**config.mk**
```make
export PLATFORM = sky130hd
export DESIGN_NAME = gcd_controller
export DESIGN_NICKNAME = d
export VERILOG_FILES = /design/src/rtl/gcd_pkg.sv /design/src/rtl/gcd_iter_counter.sv /design/src/rtl/gcd_controller.sv
export SDC_FILE = /design/constraint.sdc
export NUM_CORES = 1
export LEC_CHECK = 0
export BUFFER_PORTS_ARGS = -buffer_cell sky130_fd_sc_hd__buf_2
export CORE_UTILIZATION = 56
export DETAILED_ROUTE_END_ITERATION = 10
export PLACE_DENSITY = 0.84
export RECOVER_POWER = 100
export SYNTH_ARGS = -nofsm -noshare
export SYNTH_HDL_FRONTEND = slang
export SYNTH_HIERARCHICAL = 1
export SYNTH_SLANG_ARGS = --single-unit
```
**constraint.sdc**
```tcl
create_clock -name clk -period 4.2 [get_ports clk]
set_clock_uncertainty 0.15 [all_clocks]
set_input_delay 0.84 -clock clk [delete_from_list [all_inputs] [get_ports clk]]
set_output_delay 0.84 -clock clk [all_outputs]
set_load 0.005 [all_outputs]
```
**src/rtl/gcd_pkg.sv**
```systemverilog
// gcd_pkg: shared state encoding, datapath mux selects and default sizing for the GCD controller
package gcd_pkg;
    typedef enum logic [1:0] {IDLE, LOAD_B, COMPUTE, DONE} state_t;
    localparam logic SEL_A = 1'b0;
    localparam logic SEL_B = 1'b1;
    localparam logic SEL_SUB = 1'b0;
    localparam logic SEL_DATA = 1'b1;
    localparam int CNT_W_DEF = 16;
    localparam int MAX_ITER_DEF = 65535;
endpackage

```
**src/rtl/gcd_iter_counter.sv**
```systemverilog
// gcd_iter_counter: subtraction counter with clear/increment/hold and a limit flag
module gcd_iter_counter #(
    parameter int CNT_W = 16,
    parameter int MAX_ITER = 65535
) (
    input  logic             clk,
    input  logic             rst,
    input  logic             clr,
    input  logic             inc,
    output logic [CNT_W-1:0] count,
    output logic             at_max
);
    always_ff @(posedge clk or posedge rst) begin
        if (rst) count <= '0;
        else if (clr) count <= '0;
        else if (inc) count <= count + 1'b1;
    end
    assign at_max = count == CNT_W'(MAX_ITER);
endmodule

```
**src/rtl/gcd_controller.sv**
```systemverilog
// gcd_controller: FSM sequencing the subtractive GCD datapath with operand/result handshakes
module gcd_controller
    import gcd_pkg::*;
#(
    parameter int CNT_W = CNT_W_DEF,
    parameter int MAX_ITER = MAX_ITER_DEF
) (
    input  logic             clk,
    input  logic             rst,
    input  logic             in_valid,
    output logic             in_ready,
    input  logic             abort,
    input  logic             gt,
    input  logic             lt,
    input  logic             eq,
    output logic             ldA,
    output logic             ldB,
    output logic             sel1,
    output logic             sel2,
    output logic             sel_in,
    output logic             done_valid,
    input  logic             done_ready,
    output logic             err_timeout,
    output logic [CNT_W-1:0] iter_count
);
    state_t state, next_state;
    logic cnt_clr, cnt_inc, set_err, at_max;

    gcd_iter_counter #(.CNT_W(CNT_W), .MAX_ITER(MAX_ITER)) u_cnt (
        .clk(clk), .rst(rst), .clr(cnt_clr), .inc(cnt_inc), .count(iter_count), .at_max(at_max)
    );

    always_ff @(posedge clk or posedge rst) begin
        if (rst) state <= IDLE;
        else state <= next_state;
    end

    always_ff @(posedge clk or posedge rst) begin
        if (rst) err_timeout <= 1'b0;
        else if (cnt_clr) err_timeout <= 1'b0;
        else if (set_err) err_timeout <= 1'b1;
    end

    always_comb begin
        next_state = state;
        in_ready = 1'b0;
        done_valid = state == DONE;
        ldA = 1'b0;
        ldB = 1'b0;
        sel1 = SEL_A;
        sel2 = SEL_A;
        sel_in = SEL_SUB;
        cnt_clr = 1'b0;
        cnt_inc = 1'b0;
        set_err = 1'b0;
        if (abort) next_state = IDLE;
        else case (state)
            IDLE: begin
                in_ready = 1'b1;
                if (in_valid) begin
                    sel_in = SEL_DATA;
                    ldA = 1'b1;
                    cnt_clr = 1'b1;
                    next_state = LOAD_B;
                end
            end
            LOAD_B: begin
                in_ready = 1'b1;
                if (in_valid) begin
                    sel_in = SEL_DATA;
                    ldB = 1'b1;
                    next_state = COMPUTE;
                end
            end
            COMPUTE: begin
                // eq wins over gt, gt over lt, should the comparator ever report several
                if (eq) next_state = DONE;
                else if (gt || lt) begin
                    if (at_max) begin
                        set_err = 1'b1;
                        next_state = DONE;
                    end else begin
                        sel1 = gt ? SEL_A : SEL_B;
                        sel2 = gt ? SEL_B : SEL_A;
                        ldA = gt;
                        ldB = !gt;
                        cnt_inc = 1'b1;
                    end
                end
            end
            DONE: if (done_ready) next_state = IDLE;
            default: next_state = IDLE;
        endcase
    end
endmodule
```
Word level (Yosys, flattened, before mapping)
Index checks and enable logic that the tools add are counted.

Memory bits (read-only): 0. Memory bits (writable): 0. Register bits after elaboration: 19. Memories kept: 0. Latch bits: 0. Logic and storage cells: 71.

Magnitude comparators: 0. Shift-type cells: 0. $add $sub $neg: 1. Muxes and demuxes: 51. Divide/modulo/power cells: 0. Reduce and logical (&&, ||, !) cells: 7. $mul: 0. Bitwise operators: 0. Equality and inequality tests: 9.

Operators with widths (count): $mux 1 (39); $mux 16 (2); $add 16x1->16 const B (1); $eq 16x16->1 const B (1); $mux 2 (7); $ne 4x4->1 const B (2); $pmux 2 s4 (1); $ne 3x3->1 const B (2); $reduce_and 5->1 (1); $eq 2x2->1 const B (2); $pmux 1 s2 (2); $reduce_bool 2->1 (2); $ne 3x2->1 const B (1); $eq 2x1->1 const B (1); $logic_not 2->1 (1); $reduce_or 2->1 (1); $logic_not 1->1 (1); $logic_or 1x1->1 (1).

Logic depth before layout (Yosys ltp)
Gate-level depths: netlist of run 1.

Word-level depth: 8. Depth in mapped cells: 10. Mapped depth without buffers: 9.

By module
Netlist of run 1, hierarchy kept.

Modules (own cells, without submodules): gcd_iter_counter (cells each 86, area an instance 887.1 um^2, times used 1, seq. area each 400.4 um^2); gcd_controller (cells each 40, area an instance 327.8 um^2, times used 1, seq. area each 75.1 um^2).

Least setup slack after synthesis of run 1
No wires, ideal clock.

Path type: input-to-output. From: in abort. To: out ldA. Path slack: 1.408 ns. Data arrival time: 1.802 ns. Required time: 3.210 ns. Stages: 4. Buffers on the path: 1. Cell sequence: buf_6 > or3b_4 > nor3b_1 > or2_2.

Cells in the longest elaborated chain, start to end: 1.

Ends and longest elaborated chain: from (decl) (line gcd_controller.sv:12) `input logic abort,`; $mux 1 (line gcd_controller.sv:56) `if (abort) next_state = IDLE;`; to (decl) (line gcd_controller.sv:16) `output logic ldA,`.

Every way passes these cells.

Worst setup path after layout of run 1
From: reg u_cnt.count[9]. To: out ldA.

Cells in the longest elaborated chain, start to end: 6.

Ends and longest elaborated chain: from (decl) (line gcd_iter_counter.sv:10) `output logic [CNT_W-1:0] count,`; from (signal assigned) (line gcd_iter_counter.sv:16) `else if (inc) count <= count + 1'b1;`; $eq 16x16->1 (line gcd_iter_counter.sv:18) `assign at_max = count == CNT_W'(MAX_ITER);`; net at_max (line gcd_controller.sv:27) `logic cnt_clr, cnt_inc, set_err, at_max;`; $mux 1 (line gcd_controller.sv:79) `if (at_max) begin`; $mux 1 (line gcd_controller.sv:78) `else if (gt || lt) begin`; $mux 1 (line gcd_controller.sv:77) `if (eq) next_state = DONE;`; $pmux 1 s2 (line gcd_controller.sv:57) `else case (state)`; $mux 1 (line gcd_controller.sv:56).

The timed path passes the listed nets, and every way through them passes these cells.

==> flow_summary.json, run 1 <==
{
  "io_pins": 32,
  "cp.required_ns": 3.21,
  "vias": 1032,
  "vias_per_cell": 5.55,
  "p_leak_nw": 0.618,
  "post_cts_resize_count": 0,
  "worst-path-stages": 7,
  "slowest_stage": "nor4_1",
  "worstSetupStartpoint": "u_cnt/count[9]",
  "post-place-ws_ns": 1.14,
  "cp.arrival_ns": 2.39,
  "swShare": 0.327,
  "clockBufferDepth": 2,
  "synth_cells": 126,
  "start_util": 0.607,
  "fin_ws_ns": 0.822,
  "max_slew_margin": 0.542,
  "path_buf_inv": 1,
  "setup_viol": 0,
  "ys_top_cells_by_area": "dfrtp_1 (39%), nor2_1 (6.8%), xnor2_1 (5.8%)",
  "die_h_um": 48.6,
  "rr_startpoint": "u_cnt/count[9]",
  "endpoint_kind": "primary output",
  "crit_type": "reg2out",
  "power.switching_uw": 136,
  "power_uw": 416,
  "clkTransAtPathRegs_ns": 0.10,
  "r2r_slack_ns": 1.14,
  "seq_power_share": 0.513,
  "drt_iter0_drc": 18,
  "critPathLaunchType": "register",
  "path_max_fanout": 6,
  "avgSynthCellArea_sq_um": 9.64,
  "die_w_um": 48.6,
  "worstMarginPinSlew_ns": 0.681,
  "drive_gt1_frac": 0.208,
  "cts-root-buf": "clkbuf_4",
  "portBuffers": 31,
  "nets": 173,
  "cts_tree": "done",
  "powerDensity_mw_per_mm2": 314,
  "path_cells": "nand3_1 > nor2_1 > nand2_1 > nor4_1 > nor3b_1 > or2_2 > buf_2",
  "dp_hpwl_mm": 2.02,
  "cap_violations": 0,
  "status": "finished clean",
  "drcViolationCount": 0,
  "insertion_delay_ns": 0.29,
  "antennaDiodeCount": 0,
  "ir_worst_vdd_uv": 192,
  "gp_congestion": 0.843,
  "synth_warnings": 6,
  "p_int_uw": 280,
  "overflow": 0,
  "rsz0062_at_grt": "false",
  "antenna_found_initial": 0,
  "fmax_ghz": 0.296,
  "min_period_ns": 3.38,
  "track_usage": 0.251,
  "route.detailed.wl_per_inst_um": 14.0,
  "syn_nets": 139,
  "combPwrFrac": 0.271,
  "crit_path_max_incr_delay_ns": 0.58,
  "synth_top_area_frac": 0.391,
  "postCtsHoldBufs": 0,
  "design.die.area_sq_mm": 0.00236,
  "ant_nets": 0,
  "fin_crit_sh": 0.804,
  "cts_made_buffers": 3,
  "synth_cell_type_count": 37,
  "grt_first_pass_wirelength_mm": 4.56,
  "area_growth_syn_to_layout_pct": 9.06,
  "first_pass_iters": 4,
  "hold_class": "in2async",
  "yosysSeqAreaShare": 0.391,
  "yosys.area.top_type": "dfrtp_1",
  "cts_setup_buffers": 0,
  "fin_setup_tns_ns": 0,
  "hold_viol": 0,
  "clkPwrFrac": 0.216,
  "grt_max_degree": 20,
  "num_rows": 16,
  "mostFrequentLayoutCells": "nor2_1 (22), buf_2 (22), dfrtp_1 (19)",
  "r2r_end": "u_cnt/count[15]",
  "synthesis.area_sq_mm": 0.00121,
  "core_area_sq_mm": 0.00200,
  "synth-seq-cells": 19,
  "drt_wl_total_mm": 2.60,
  "ff2ff_path_depth": 10,
  "htreeDepth": 1,
  "grt_pass1_vias": 1002,
  "cpLargestDelayFamily": "simple AND/OR/NAND/NOR gates",
  "cts_sinks": 19,
  "endpoint": "ldA",
  "slew_violations": 0
}
area by class of cell:
type / count / area, sq um
clock buffer: 4 / 26.3
fill: 185 / 677
inverter: 7 / 26.3
multi-input combinational: 96 / 607
sequential: 19 / 475
tap: 27 / 33.8
timing repair buffer: 33 / 156
state kept, by name, summed over array words and instances (netlist names):
register	count
u_cnt/count	16
state	2
err_timeout	1
metrics by stage:
step / instance area (sq um) / std cells / hold slack, ns / utilization
6_report: 1330 / 186 / 0.231 / 0.662
4_1_cts: 1420 / 186 / 0.239 / 0.709
5_1_grt: 1330 / 186 / 0.224 / 0.662
3_5_place_dp: 1390 / 182 / 0.393 / 0.696
2_1_floorplan: 1210 / 126 / 0.336 / -
3_3_place_gp: 1390 / 182 / 0.350 / 0.696
layer usage:
layer,global-route usage,wire [um],up-vias
li1,-,-,499
met1,0.308,1110,495
met2,0.444,1310,32
met3,0.0723,141,6
met4,0.0441,36,0
met5,0,0,-
power by group through the flow:
stage | clock [mW] | combinational (mW) | sequential [mW]
6_report | 0.0897 | 0.113 | 0.213
5_1_grt | 0.101 | 0.128 | 0.215
4_1_cts | 0.0938 | 0.124 | 0.215
3_5_place_dp | 0 | 0.123 | 0.219
3_3_place_gp | 0 | 0.117 | 0.218
2_1_floorplan | 0 | 0.0852 | 0.215
worst min path at each step:
stage,start,end,depth (start not counted)
floorplan,err_timeout,err_timeout,2
global route,rst,state[1],2
CTS,rst,state[1],2
finish,rst,state[1],2
global placement,err_timeout,err_timeout,2
detailed placement,err_timeout,err_timeout,2
cells in the mapped netlist:
cell type,number
a21o_1,1
a21oi_1,6
a221o_1,1
and2_1,1
buf_1,1
buf_2,2
buf_6,1
dfrtp_1,19
ha_1,5
inv_1,7
mux2_4,1
mux2i_1,1
nand2_1,11
nand2b_1,1
nand3_1,3
nand3_2,2
nand3_4,1
nand4_1,2
nand4_4,1
nor2_1,22
nor2b_1,2
nor3_1,5
nor3_4,1
nor3b_1,1
nor4_1,2
nor4_2,3
nor4b_1,1
o2111ai_4,1
o21a_1,1
o21ai_0,3
o32ai_4,1
or2_2,1
or3_1,2
or3b_4,1
or4_1,1
xnor2_1,8
xor2_1,3
cell families after synthesis:
kind of cell,after synthesis,synth area share
buffers and inverters,11,0.0422
AND/OR/NAND/NOR,64,0.313
flip-flops,19,0.391
XOR/XNOR,11,0.0793
multiplexers,2,0.0206
AO/OA/AOI/OAI,14,0.102
adder cells (fa/ha/maj),5,0.0515
Note: power is estimated with default switching activity, not from simulation.
==> inputs of run 2 (changes only) <==
ABC_AREA = 1   (was not set)
CORE_UTILIZATION = 52   (was 56)
PLACE_DENSITY = 0.78   (was 0.84)
clock period = 3.5 ns   (was 4.2 ns; I/O delays follow)
==> flow_summary.json, run 2 <==
{
  "cts_tree": "done",
  "endpoint_kind": "primary output",
  "critPathLaunchType": "register",
  "track_usage": 0.237,
  "cts-root-buf": "clkbuf_4",
  "synth_warnings": 6,
  "die_w_um": 51.9,
  "drt_wl_total_mm": 2.90,
  "first_pass_iters": 4,
  "rsz0062_at_grt": "false",
  "clockBufferDepth": 2,
  "postCtsHoldBufs": 0,
  "setup_viol": 0,
  "async_reset_ff_frac": 1.00,
  "crit_type": "reg2out",
  "post_cts_resize_count": 0,
  "power.switching_uw": 205,
  "io_pins": 32,
  "powerDensity_mw_per_mm2": 386,
  "drt_iter0_drc": 20,
  "gp_congestion": 0.906,
  "fmax_ghz": 0.341,
  "syn_nets": 192,
  "area_growth_syn_to_layout_pct": 11.3,
  "overflow": 0,
  "p_int_uw": 352,
  "cts_setup_buffers": 0,
  "ant_nets": 0,
  "cp.arrival_ns": 2.08,
  "synth_cells": 179,
  "fin_crit_sh": 0.837,
  "largest-register": "u_cnt/count",
  "fin_setup_tns_ns": 0,
  "path_max_fanout": 4,
  "grt_pass1_vias": 1112,
  "die_h_um": 51.9,
  "portBuffers": 31,
  "drcViolationCount": 0,
  "fin_ws_ns": 0.571,
  "drive_gt1_frac": 0.169,
  "core_area_sq_mm": 0.00228,
  "synth_edf_count": 0,
  "start_util": 0.570,
  "cap_violations": 0,
  "worstMarginPinSlew_ns": 0.611,
  "vias_per_cell": 5.13,
  "insertion_delay_ns": 0.31,
  "p_leak_nw": 0.775,
  "vias": 1237,
  "cp.required_ns": 2.65,
  "synthesis.area_sq_mm": 0.00130,
  "timing.hold.ws_ns": 0.0922,
  "route.detailed.wl_per_inst_um": 12.0,
  "synth_top_area_frac": 0.367,
  "dp_hpwl_mm": 2.24,
  "synth_cell_type_count": 26,
  "utilization": 0.634,
  "grt_first_pass_wirelength_mm": 4.66,
  "antenna_found_initial": 0,
  "cts_sinks": 19,
  "yosys_most_used_dff": "dfrtp_1",
  "combPwrFrac": 0.331,
  "yosysSeqAreaShare": 0.367,
  "clkPwrFrac": 0.199,
  "status": "finished clean",
  "avgSynthCellArea_sq_um": 7.24,
  "design.die.area_sq_mm": 0.00270,
  "yosys.area.top_type": "dfrtp_1",
  "cts_made_buffers": 3,
  "clkTransAtPathRegs_ns": 0.10,
  "num_rows": 17,
  "max_slew_margin": 0.592,
  "ir_worst_vdd_uv": 303,
  "ys_top_cells_by_area": "dfrtp_1 (37%), nand2_1 (11%), inv_1 (8.1%)",
  "grt_max_degree": 17,
  "slew_violations": 0,
  "nFillCells": 215,
  "post-synth-top-count-cell": "nand2_1",
  "nets": 227,
  "mostFrequentLayoutCells": "nand2_1 (40), nor2_1 (34), inv_1 (28)",
  "layout_commonest_cell": "nand2_1",
  "seq_power_share": 0.470,
  "ys_top_cells_by_count": "nand2_1 (37), inv_1 (28), nor2_1 (27), dfrtp_1 (19), nand3_1 (9)",
  "synth-seq-cells": 19,
  "htreeDepth": 1,
  "swShare": 0.368,
  "largest_reg_flops": 16,
  "min_period_ns": 2.93,
  "post-place-ws_ns": 0.940,
  "hold_class": "in2async",
  "hold_viol": 0,
  "antennaDiodeCount": 0,
  "reg.largest.list": "u_cnt/count x16, state x2, err_timeout x1"
}
==> run 2: cell types whose count changed in the layout (fill, tap and decap cells not counted), moves of 3 or more <==
cell     previous run  this run
inv_1               7        28
inv_2               0         3
nand2_1            11        40
nand3_1             3        11
nor2_1             22        34
nor2_4              0         3
nor4_1              5         0
o21ai_0             3         7
xnor2_1             8         1
xor2_1              3         0
==> run 2: stage by stage <==
stage	instance area (sq um)	instances	total power, mW
floorplan	1300	179	0.403
CTS	1510	241	0.575
global placement	1480	237	0.449
finish	1440	241	0.557
global route	1440	241	0.605
detailed placement	1480	237	0.463
==> run 2: critical path: stages, from the launching register on <==
cell	delay, ns
dfrtp_1	0.41
ha_1	0.23
nand2_1	0.08
nor2_1	0.12
nand3_1	0.09
nor3_1	0.42
inv_1	0.09
nand2_1	0.14
o21ai_2	0.07
clkbuf_1	0.12
==> run 2: worst paths after layout <==
check | startpoint | to | slack [ns] | cells after the start
max in group asynchronous | rst | u_cnt/count[0] | 2.49 | 2
max reg2reg | u_cnt/count[0] | u_cnt/count[5] | 0.85 | 14
min in group clk | err_timeout | err_timeout | 0.39 | 2
min reg2reg | err_timeout | err_timeout | 0.39 | 2
min | rst | state[1] | 0.09 | 2
max | u_cnt/count[0] | ldA | 0.57 | 9
==> run 2: layer usage <==
layer / wire length [um] / GRT usage / up-vias
met5: 0 / 0 / -
met4: 31 / 0.0856 / 0
met3: 183 / 0.0585 / 6
met2: 1420 / 0.417 / 44
met1: 1270 / 0.274 / 558
li1: - / - / 629
==> run 2: power groups by stage <==
stage	sequential, mW	combinational (mW)	clock, mW
global placement	0.264	0.186	0
global route	0.264	0.216	0.124
CTS	0.262	0.198	0.115
floorplan	0.262	0.141	0
finish	0.261	0.185	0.111
detailed placement	0.266	0.197	0
==> run 2: cell type report <==
cell class | count | area (sq um) | area share
clock buffer | 4 | 26.3 | 0.0182
sequential | 19 | 475 | 0.330
multi-input combinational | 128 | 644 | 0.447
tap | 28 | 35.0 | 0.0243
timing repair buffer | 31 | 145 | 0.101
inverter | 31 | 116 | 0.0807
==> run 2: cell families (layout without fill, tap and decap cells) <==
group	after synthesis	count (layout)	synth area share
AO/OA/AOI/OAI	20	20	0.0936
buffers and inverters	32	66	0.0936
AND/OR/NAND/NOR	102	102	0.391
flip-flops	19	19	0.367
adder cells (fa/ha/maj)	5	5	0.0483
XOR/XNOR	1	1	0.00676
==> inputs of run 3 (changes only) <==
ABC_AREA = 0   (was 1)
PLACE_DENSITY = 0.79   (was 0.78)
clock period = 3 ns   (was 3.5 ns; I/O delays follow)
==> flow_summary.json, run 3 (same netlist as run 1, synthesis figures left out) <==
{
  "status": "finished with violations",
  "violations": "negative hold slack",
  "nets": 175,
  "cp.required_ns": 2.25,
  "clkPwrFrac": 0.216,
  "cts_made_buffers": 3,
  "vias_per_cell": 5.31,
  "largest-register": "u_cnt/count",
  "hold_class": "in2async",
  "ff2ff_path_depth": 9,
  "finalNonFillerCells": 189,
  "postCtsHoldBufs": 0,
  "cts-root-buf": "clkbuf_4",
  "rsz0062_at_grt": "false",
  "crit_type": "reg2out",
  "fmax_ghz": 0.357,
  "grt_max_degree": 17,
  "dp_hpwl_mm": 1.85,
  "seq_power_share": 0.511,
  "core_area_sq_mm": 0.00221,
  "cap_violations": 0,
  "reg.largest.list": "u_cnt/count x16, state x2, err_timeout x1",
  "path_max_fanout": 5,
  "cts_sinks": 19,
  "area_growth_syn_to_layout_pct": 13.6,
  "drcViolationCount": 0,
  "design.die.area_sq_mm": 0.00253,
  "mostFrequentLayoutCells": "buf_2 (23), nor2_1 (21), dfrtp_1 (18)",
  "drt_iter0_drc": 10,
  "timing.hold.ws_ns": -0.00359,
  "vias": 1003,
  "utilization": 0.624,
  "io_pins": 32,
  "grt_first_pass_wirelength_mm": 4.03,
  "place_inst": 185,
  "die_h_um": 50.3,
  "worstMarginPinSlew_ns": 0.616,
  "post_cts_resize_count": 0,
  "fin_crit_sh": 0.933,
  "gp_congestion": 0.810,
  "r2r_end": "u_cnt/count[15]",
  "layout_commonest_cell": "buf_2",
  "htreeDepth": 1,
  "fin_ws_ns": 0.201,
  "die_w_um": 50.3,
  "cts_setup_buffers": 0,
  "largest_reg_flops": 16,
  "critPathLaunchType": "register",
  "start_util": 0.549,
  "clkTransAtPathRegs_ns": 0.10,
  "ant_nets": 0,
  "grt_pass1_vias": 961,
  "power.switching_uw": 188,
  "cts_tree": "done",
  "combPwrFrac": 0.274,
  "route.detailed.wl_per_inst_um": 12.7,
  "r2r_slack_ns": 0.30,
  "drive_gt1_frac": 0.255,
  "post-place-ws_ns": 0.415,
  "first_pass_iters": 4,
  "fin_setup_tns_ns": 0,
  "p_int_uw": 396,
  "min_period_ns": 2.80,
  "track_usage": 0.210,
  "hold_viol": 3,
  "overflow": 0,
  "endpoint_kind": "primary output",
  "slew_violations": 0,
  "drt_wl_total_mm": 2.40,
  "ir_worst_vdd_uv": 298,
  "antenna_found_initial": 0,
  "portBuffers": 31,
  "num_rows": 17,
  "antennaDiodeCount": 0,
  "cp.arrival_ns": 2.05,
  "insertion_delay_ns": 0.29,
  "p_leak_nw": 0.670,
  "setup_viol": 0,
  "rr_startpoint": "state[0]",
  "max_slew_margin": 0.589,
  "swShare": 0.322,
  "powerDensity_mw_per_mm2": 424,
  "clockBufferDepth": 2
}
[run 3: changes by cell type in the layout (fill, tap and decap cells not counted), sizes merged, moves of 5 or more]
cell / change
buf: +7
nand2: -31
o21ai: -6
inv: -24
nor4: +5
xnor2: +7
nand3: -5
nor2: -15
[run 3: stage by stage]
stage                     cell area (sq um)  total power [mW]
after detailed placement               1410             0.479
after CTS                              1440             0.608
after floorplan                        1210             0.421
after global placement                 1410             0.471
final                                  1380             0.585
after global routing                   1380             0.628
[run 3: final cells by class]
type | count | area (sq um)
tap | 28 | 35.0
multi-input combinational | 96 | 642
sequential | 19 | 477
timing repair buffer | 35 | 174
inverter | 7 | 26.3
fill | 213 | 832
clock buffer | 4 | 26.3
[run 3: worst max path at each step]
stage                    start              end  slack, ns
3_3_place_gp    u_cnt/count[9]              ldA       0.45
6_report       u_cnt/count[10]              ldA       0.20
5_1_grt        u_cnt/count[10]              ldA       0.06
2_1_floorplan   u_cnt/count[9]  u_cnt/count[15]       0.43
4_1_cts         u_cnt/count[9]              ldA       0.06
3_5_place_dp    u_cnt/count[9]              ldA       0.41
[run 3: critical path, stage by stage (launching register included)]
cell and delay (ns):
dfrtp_1 0.43, nand3_1 0.17, nor2_4 0.18, nand2_1 0.07
nor4_1 0.26, buf_4 0.19, nor3b_1 0.05, or2_2 0.26
buf_2 0.13
[run 3: power by group through the flow]
stage	clock network, mW	registers (mW)	logic (mW)
after floorplan	0	0.301	0.119
after global placement	0	0.304	0.166
after detailed placement	0	0.306	0.173
after CTS	0.132	0.301	0.175
after global routing	0.143	0.301	0.184
final	0.126	0.299	0.160
[run 3: metal layers]
metal / track usage / part of all wire
met2: 0.349 / 0.50
met1: 0.267 / 0.47
met5: 0 / 0
met3: 0.0242 / 0.023
met4: 0.106 / 0.0079
